**config.mk**
```make
export PLATFORM = sky130hd
export DESIGN_NAME = sfm_lane_accumulator
export DESIGN_NICKNAME = d
export VERILOG_FILES = /design/src/rtl/sfm_lane_accumulator_pkg.sv /design/src/rtl/sfm_sat_adder.sv /design/src/rtl/sfm_lane_accumulator.sv
export SDC_FILE = /design/constraint.sdc
export NUM_CORES = 1
export LEC_CHECK = 0
export ABC_CLOCK_PERIOD_IN_PS = 3200
export CORE_AREA = 2 2 133 135
export DETAILED_ROUTE_END_ITERATION = 7
export DIE_AREA = 0 0 135 137
export DONT_BUFFER_PORTS = 1
export PLACE_DENSITY = 0.69
export SLEW_MARGIN = 40
export SYNTH_ARGS = -nofsm -noshare
export SYNTH_HDL_FRONTEND = slang
export SYNTH_SLANG_ARGS = --single-unit
```
**constraint.sdc**
```tcl
create_clock -name clk_i -period 3.2 [get_ports clk_i]
set_input_delay 0.64 -clock clk_i [delete_from_list [all_inputs] [get_ports clk_i]]
set_output_delay 0.64 -clock clk_i [all_outputs]
set_load 0.005 [all_outputs]
```
**src/rtl/sfm_lane_accumulator_pkg.sv**
```systemverilog
// Shared types for the lane accumulator: FSM state encoding.
package sfm_lane_accumulator_pkg;

  typedef enum logic [1:0] {
    ST_IDLE = 2'd0,
    ST_ACC  = 2'd1,
    ST_OUT  = 2'd2
  } sfm_state_e;

endpackage

```
**src/rtl/sfm_sat_adder.sv**
```systemverilog
// One lane: unsigned accumulator + data, clamped to all-ones on carry-out.
module sfm_sat_adder #(
  parameter int ACC_WIDTH  = 24,
  parameter int DATA_WIDTH = 16
) (
  input  logic [ACC_WIDTH-1:0]  a_i,
  input  logic [DATA_WIDTH-1:0] b_i,
  output logic [ACC_WIDTH-1:0]  sum_o,
  output logic                  ovf_o
);

  logic [ACC_WIDTH:0] raw;

  assign raw   = {1'b0, a_i} + (ACC_WIDTH+1)'(b_i);
  assign ovf_o = raw[ACC_WIDTH];
  assign sum_o = ovf_o ? '1 : raw[ACC_WIDTH-1:0];

endmodule

```
**src/rtl/sfm_lane_accumulator.sv**
```systemverilog
// Per-lane strobed accumulation of a multi-beat vector, emitted once on the
// last beat with a one-bubble handshake between vectors.
module sfm_lane_accumulator
  import sfm_lane_accumulator_pkg::*;
#(
  parameter int DATA_WIDTH = 16,
  parameter int ACC_WIDTH  = 24,
  parameter int NUM_ROWS   = 4,
  parameter int CNT_WIDTH  = 16
) (
  input  logic                                 clk_i,
  input  logic                                 rst_ni,
  input  logic                                 enable_i,
  input  logic                                 clear_i,
  input  logic                                 valid_i,
  output logic                                 ready_o,
  input  logic [NUM_ROWS-1:0][DATA_WIDTH-1:0]  data_i,
  input  logic [NUM_ROWS-1:0]                  strb_i,
  input  logic                                 last_i,
  output logic                                 valid_o,
  input  logic                                 ready_i,
  output logic [NUM_ROWS-1:0][ACC_WIDTH-1:0]   acc_o,
  output logic [CNT_WIDTH-1:0]                 cnt_o,
  output logic [NUM_ROWS-1:0]                  sat_o
);

  if (ACC_WIDTH < DATA_WIDTH) begin : g_bad_width
    $error("sfm_lane_accumulator: ACC_WIDTH must be >= DATA_WIDTH");
  end

  sfm_state_e                           state_q, state_d;
  logic                                 valid_q;
  logic [NUM_ROWS-1:0][ACC_WIDTH-1:0]   acc_q, acc_d, sum;
  logic [NUM_ROWS-1:0]                  sat_q, sat_d, ovf;
  logic [CNT_WIDTH-1:0]                 cnt_q, cnt_inc;
  logic                                 accept, first;

  assign ready_o = enable_i & (state_q != ST_OUT);
  assign accept  = valid_i & ready_o;
  assign first   = (state_q == ST_IDLE);
  assign cnt_inc = (&cnt_q) ? cnt_q : cnt_q + 1'b1;

  for (genvar i = 0; i < NUM_ROWS; i++) begin : g_lane
    sfm_sat_adder #(.ACC_WIDTH(ACC_WIDTH), .DATA_WIDTH(DATA_WIDTH)) u_add (
      .a_i   (acc_q[i]),
      .b_i   (data_i[i]),
      .sum_o (sum[i]),
      .ovf_o (ovf[i])
    );
    // First beat of a vector overwrites rather than accumulates.
    assign acc_d[i] = first ? (strb_i[i] ? ACC_WIDTH'(data_i[i]) : '0)
                            : (strb_i[i] ? sum[i] : acc_q[i]);
    assign sat_d[i] = first ? 1'b0 : (sat_q[i] | (strb_i[i] & ovf[i]));
  end

  always_comb begin
    state_d = state_q;
    case (state_q)
      ST_IDLE, ST_ACC: if (accept) state_d = last_i ? ST_OUT : ST_ACC;
      ST_OUT:          if (ready_i) state_d = ST_IDLE;
      default:         state_d = ST_IDLE;
    endcase
  end

  always_ff @(posedge clk_i or negedge rst_ni) begin
    if (!rst_ni) begin
      state_q <= ST_IDLE;
      valid_q <= 1'b0;
      acc_q   <= '0;
      sat_q   <= '0;
      cnt_q   <= '0;
    end else if (clear_i) begin
      state_q <= ST_IDLE;
      valid_q <= 1'b0;
      acc_q   <= '0;
      sat_q   <= '0;
      cnt_q   <= '0;
    end else if (enable_i) begin
      state_q <= state_d;
      valid_q <= (state_d == ST_OUT);
      if (accept) begin
        acc_q <= acc_d;
        sat_q <= sat_d;
        cnt_q <= first ? CNT_WIDTH'(1) : cnt_inc;
      end
    end
  end

  assign valid_o = valid_q;
  assign acc_o   = acc_q;
  assign cnt_o   = cnt_q;
  assign sat_o   = sat_q;

endmodule
```
# Word level (Yosys, flattened, before mapping)
# Index checks and enable logic that the tools add are counted.
[word_totals] inputBits=75 word_cells=82 out_inout_bits=118 reg_bits=119
[classes] n_bitwise=10 addsub=5 n_reduce_logical=15 n_eq_ne=5 mux=39
[ops] cell="$mux 24" count=12
[ops] cell="$mux 96" count=3
[ops] cell="$mux 16" count=9
[ops] cell="$add 24x16->25" count=4
[ops] cell="$add 16x1->16 const B" count=1
[ops] cell="$reduce_and 16->1" count=1
[ops] cell="$reduce_and 3->1" count=5
[ops] cell="$mux 4" count=3
[ops] cell="$reduce_bool 3->1" count=4
[ops] cell="$mux 2" count=5
[ops] cell="$and 1x1->1" count=6
[ops] cell="$mux 1" count=6
[ops] cell="$eq 2x2->1 const B" count=2
[ops] cell="$or 1x1->1" count=4
[ops] cell="$pmux 2 s2" count=1
[ops] cell="$reduce_bool 2->1" count=2
[ops] cell="$ne 3x3->1 const B" count=1
[ops] cell="$eq 2x1->1 const B" count=1
[ops] cell="$logic_not 2->1" count=1
[ops] cell="$ne 2x2->1 const B" count=1
[ops] cell="$reduce_and 2->1" count=1
[ops] cell="$reduce_or 2->1" count=1

# Logic depth before layout (Yosys ltp)
# Gate-level depths: netlist of run 1.
[logic_depth] word_depth=8 ltp_mapped=10 mapped_depth_nobuf=9

# Cells and area by module
# A second synthesis of run 1 with hierarchy kept.
[unflattened] hier_cells=1179 area_unflattened_um2=9728.1
[modules_own_cells] module="sfm_lane_accumulator" seq_area_each_um2=2977.9 instances=1 cells_each=503 area_per_inst_um2=5157.4
[modules_own_cells] module="sfm_sat_adder at g_lane[1].u_add ..." seq_area_each_um2=0.0 instances=3 cells_each=167 area_per_inst_um2=1124.8
[modules_own_cells] module="sfm_sat_adder at g_lane[0].u_add" seq_area_each_um2=0.0 instances=1 cells_each=175 area_per_inst_um2=1196.1

# Worst setup path before layout of run 1
# OpenSTA, ideal clock, no wires.
[synth_timing] path_type="input -> register" startpoint="input data_i[16] (netlist bit)" endpoint="register acc_q, in the netlist acc_o[29]" arrival_ns=2.836 setup_time_ns=0.135 required_time_ns=3.065 path_slack_ns=0.229 path_buffers=1 stages=10 path_cell_list="ha_1 fa_1 a211oi_1 o21ai_0 a211oi_1 a31oi_2 a21o_2 buf_4 nor2_1 o31ai_1"
[synth_between] elab_chain_cells=7
[synth_lines] item="from (decl)" line_no="sfm_lane_accumulator.sv:17" text="input logic [NUM_ROWS-1:0][DATA_WIDTH-1:0] data_i,"
[synth_lines] item="$add 24x16->25" line_no="sfm_sat_adder.sv:14" text="assign raw = {1'b0, a_i} + (ACC_WIDTH+1)'(b_i);"
[synth_lines] item="$mux 24" line_no="sfm_sat_adder.sv:16" text="assign sum_o = ovf_o ? '1 : raw[ACC_WIDTH-1:0];"
[synth_lines] item="$mux 24" line_no="sfm_lane_accumulator.sv:52" text=": (strb_i[i] ? sum[i] : acc_q[i]);"
[synth_lines] item="$mux 24" line_no="sfm_lane_accumulator.sv:51" text="assign acc_d[i] = first ? (strb_i[i] ? ACC_WIDTH'(data_i[i]) : '0)"
[synth_lines] item="$mux 96" line_no="sfm_lane_accumulator.sv:81" text="if (accept) begin"
[synth_lines] item="$mux 96" line_no="sfm_lane_accumulator.sv:78" text="end else if (enable_i) begin"
[synth_lines] item="$mux 96" line_no="sfm_lane_accumulator.sv:72" text="end else if (clear_i) begin"
[synth_lines] item="to (signal assigned)" line_no="sfm_lane_accumulator.sv:69" text="acc_q <= '0;"
[synth_lines] item="to (signal assigned)" line_no="sfm_lane_accumulator.sv:75" text="acc_q <= '0;"
[synth_lines] item="to (signal assigned)" line_no="sfm_lane_accumulator.sv:82" text="acc_q <= acc_d;"
[synth_lines] item="to (decl)" line_no="sfm_lane_accumulator.sv:33" text="logic [NUM_ROWS-1:0][ACC_WIDTH-1:0] acc_q, acc_d, sum;"
# Every way passes these cells. The select of a mux whose other input is x is not followed.
# A chain may end at the register's enable or synchronous reset.

# Worst setup path after layout of run 1
[layout_timing] startpoint="register acc_q, in the netlist acc_o[24]" endpoint="register acc_q, in the netlist acc_o[39]"
[layout_between] elab_chain_cells=7
[layout_lines] item="$add 24x16->25" line_no="sfm_sat_adder.sv:14"
[layout_lines] item="$mux 24" line_no="sfm_sat_adder.sv:16"
[layout_lines] item="$mux 24" line_no="sfm_lane_accumulator.sv:52"
[layout_lines] item="$mux 24" line_no="sfm_lane_accumulator.sv:51"
[layout_lines] item="$mux 96" line_no="sfm_lane_accumulator.sv:81"
[layout_lines] item="$mux 96" line_no="sfm_lane_accumulator.sv:78"
[layout_lines] item="$mux 96" line_no="sfm_lane_accumulator.sv:72"
# Every way passes these cells. The select of a mux whose other input is x is not followed.

==> results of run 1 <==
-- cell usage in the layout (no fill, tap or decap), types with 5 or more instances in the layout --
master,instances
and3_1,15
o21bai_1,11
a22o_1,5
o21a_1,6
nor4_1,9
o211ai_1,14
or4_1,5
nand3_1,42
clkbuf_16,17
a211oi_1,14
o31ai_1,48
buf_4,18
o311ai_0,8
inv_1,24
nand4_1,11
and2_1,11
a311oi_1,11
ha_1,65
a41oi_1,6
xor2_1,36
a21o_1,26
dfrtp_1,119
or3_1,7
xnor2_1,25
o21ai_0,38
a31oi_1,19
nand2_1,111
nor2_1,95
a21oi_1,141
nor3_1,28
-- path summary, 6_finish.rpt --
path,startpoint,end,slack [ns],cells after the start
min,rst_ni,acc_o[13]$_DFFE_PN0P_,-0.08,0
max in group asynchronous,rst_ni,acc_o[73]$_DFFE_PN0P_,3.11,0
max reg2reg,acc_o[24]$_DFFE_PN0P_,acc_o[39]$_DFFE_PN0P_,0.27,8
min in group clk_i,clear_i,state_q[0]$_DFFE_PN0P_,0.30,1
max,acc_o[24]$_DFFE_PN0P_,acc_o[39]$_DFFE_PN0P_,0.27,8
min reg2reg,acc_o[57]$_DFFE_PN0P_,acc_o[57]$_DFFE_PN0P_,0.54,2
-- per-stage QoR --
stage                     cells  utilization (%)  worst slack [ns]  power (uW)  hold slack [ns]
after floorplan            1084                -             0.229        2280            0.344
after global placement     1280             55.1            0.0915        2420            0.347
after detailed placement   1280             55.1            0.0577        2430            0.347
after CTS                  1311             58.5             0.236        4420          -0.0964
after global routing       1311             58.5            0.0670        4580          -0.0971
final                      1311             58.5             0.270        4390          -0.0823
-- per-layer routing --
metal / track usage (%) / vias up / routed length (um)
met5: 0 / - / 0
met4: 10.6 / 0 / 638
met3: 8.00 / 47 / 2050
met2: 43.4 / 288 / 11600
met1: 36.1 / 4070 / 11200
li1: - / 4072 / -
-- worst max-delay path, stage by stage, from the launching register on --
cell and delay, ns:
dfrtp_1 0.43, ha_1 0.25, fa_1 0.42, a211oi_1 0.30
o21ai_0 0.16, a211oi_1 0.42, a31oi_2 0.17, a21o_2 0.34
a211o_1 0.32
-- area by class of cell --
cell class / count / area, um^2
multi-input cells: 894 / 5910
fillers: 1572 / 7080
repair buffers: 18 / 135
well taps: 225 / 282
clock inverters: 9 / 125
inverters: 24 / 90.1
flip-flops and latches: 119 / 2980
clock buffers: 22 / 464
-- registers in the layout, summed over array words and instances (netlist names) --
signal and count:
sat_o 4, valid_o 1, cnt_o 16, acc_o 96, state_q 2
-- cells by family (layout without fill, tap and decap cells) --
group | Yosys count | after routing
mux | 1 | 1
xor+xnor | 61 | 61
flops | 119 | 119
compound gates | 402 | 402
buf+inv | 71 | 73
simple gates | 361 | 361
fa+ha+maj | 69 | 69
-- power groups by stage --
stage | Combinational [uW] | Clock, uW | Sequential (uW)
floorplan | 653 | 0 | 1620
global placement | 779 | 0 | 1640
detailed placement | 788 | 0 | 1650
CTS | 794 | 2000 | 1620
global route | 894 | 2060 | 1630
finish | 798 | 1970 | 1620
==> impl_metrics.toml, run 1 <==
[die]
core_um2 = 17100
fp.dieH_um = 137
die_area_um2 = 18500
placementRows = 48
die_w_um = 135
initial_core_util_pct = 53.8
ios = 193

[logic_synthesis]
ys.warnings.count = 0
yosysTopAreaCell = "dfrtp_1"
synth_mux_area_share_pct = 0.109
yosysTopAreaCellShare_pct = 32.4
netlist_top_cells_count = "a21oi_1, dfrtp_1, nand2_1, nor2_1, ha_1"
ys_seq_area_share_pct = 32.4
synthCells = 1084
synthXorXnorAreaFrac_pct = 5.82
synth_edf_count = 0
syn_avg_cell_area_um2 = 8.47
ys.flop_type = "dfrtp_1"
syn_area_um2 = 9180
synth_top_family_by_area = "compound AO/OA/AOI/OAI gates"
synthesis.nets = 1228
synth_compound_area_share_pct = 30.1
synthAdderAreaFrac_pct = 9.73
synth-seq-cells = 119
synth_area_leaders = "dfrtp_1, ha_1, a21oi_1"
synthSimpleGateAreaFrac_pct = 18.5
yosysUniqueCellTypes = 79
async_flop_share_pct = 100
yosysMostFrequentCell = "a21oi_1"

[min_path]
hold_class = "in -> async"

[clock_network]
htreeDepth = 4
clockBufferDepth = 2
insertion_delay_ns = 0.42
postCtsSetupRepairBufs = 0
cts.sink_count = 119
cts_tree = "done"
clk_pin_slew_ns = 0.06
ctsResizeCount = 0
root_buffer = "clkbuf_16"
cts_buffers = 17

[global_route]
grt_pass1_wl_mm = 41.3
antenna_found_initial = 0
track_usage_pct = 27.7
grt_max_degree = 120
grt_pass1_vias = 8117
grt_overflow = 0

[routing]
drc_errors = 0
routed_wl_mm = 25.4
ant_nets = 0
wl_per_cell_um = 19.4
viasPerCell = 6.47
dr.pass1.iters = 4
drtIter0Drc = 427
via_count = 8477

[layout]
finalInstanceArea_um2 = 9980
area_delta_synth_final_pct = 8.74
diodes = 0
layout-drive-gt1-share_pct = 7.27
layout.nets = 1218

[worst_setup_path]
crit_fanout = 16
cp_data_required_time_ns = 3.50
crit_path_start_kind = "flip-flop"
cp-end-kind = "flip-flop"
arrival_ns = 3.23
path_class = "reg -> reg"

[sta]
hold_viol = 119
post-route-period-util_pct = 91.6
fin_tns_setup_ns = 0
fmax_mhz = 341
worst_pin_slew_ns = 0.674
setup_viol = 0
max_slew_margin_pct = 54.9
finalWorstPathRequiredPeriod_ns = 2.93
clock_skew_ns = 0.0136
slew_viol_final = 0
rsz0062_at_grt = "no"
whs_ns = -0.0823

[power]
combPwrFrac_pct = 18.2
p_int_uw = 3120
power.share.switching_pct = 28.8
p_clk_share_pct = 44.9
p_seq_share_pct = 36.9
ir_drop_v = 0.000372
powerDensity_nw_per_um2 = 440
leakagePower_uw = 0.00444
p_sw_uw = 1260

[place]
gp_congestion = 0.889
place_area_um2 = 9390
port_buffers = 0
dpl.hpwl_mm = 17.8

[run_status]
status = "finished, violations left"
violations = "negative hold slack"

[run]
cap_violations = 0
Power figures use the tool's default switching activity.
==> inputs of run 2 (changes only) <==
--- a/config.mk
+++ b/config.mk
@@ -11,7 +11,7 @@
 export DIE_AREA = 0 0 135 137
 export DONT_BUFFER_PORTS = 1
 export PLACE_DENSITY = 0.69
-export SLEW_MARGIN = 40
+export SLEW_MARGIN = 20
 export SYNTH_ARGS = -nofsm -noshare
 export SYNTH_HDL_FRONTEND = slang
 export SYNTH_SLANG_ARGS = --single-unit
==> results of run 2 <==
Final layout, timing and power as in run 1 (identical DEF).
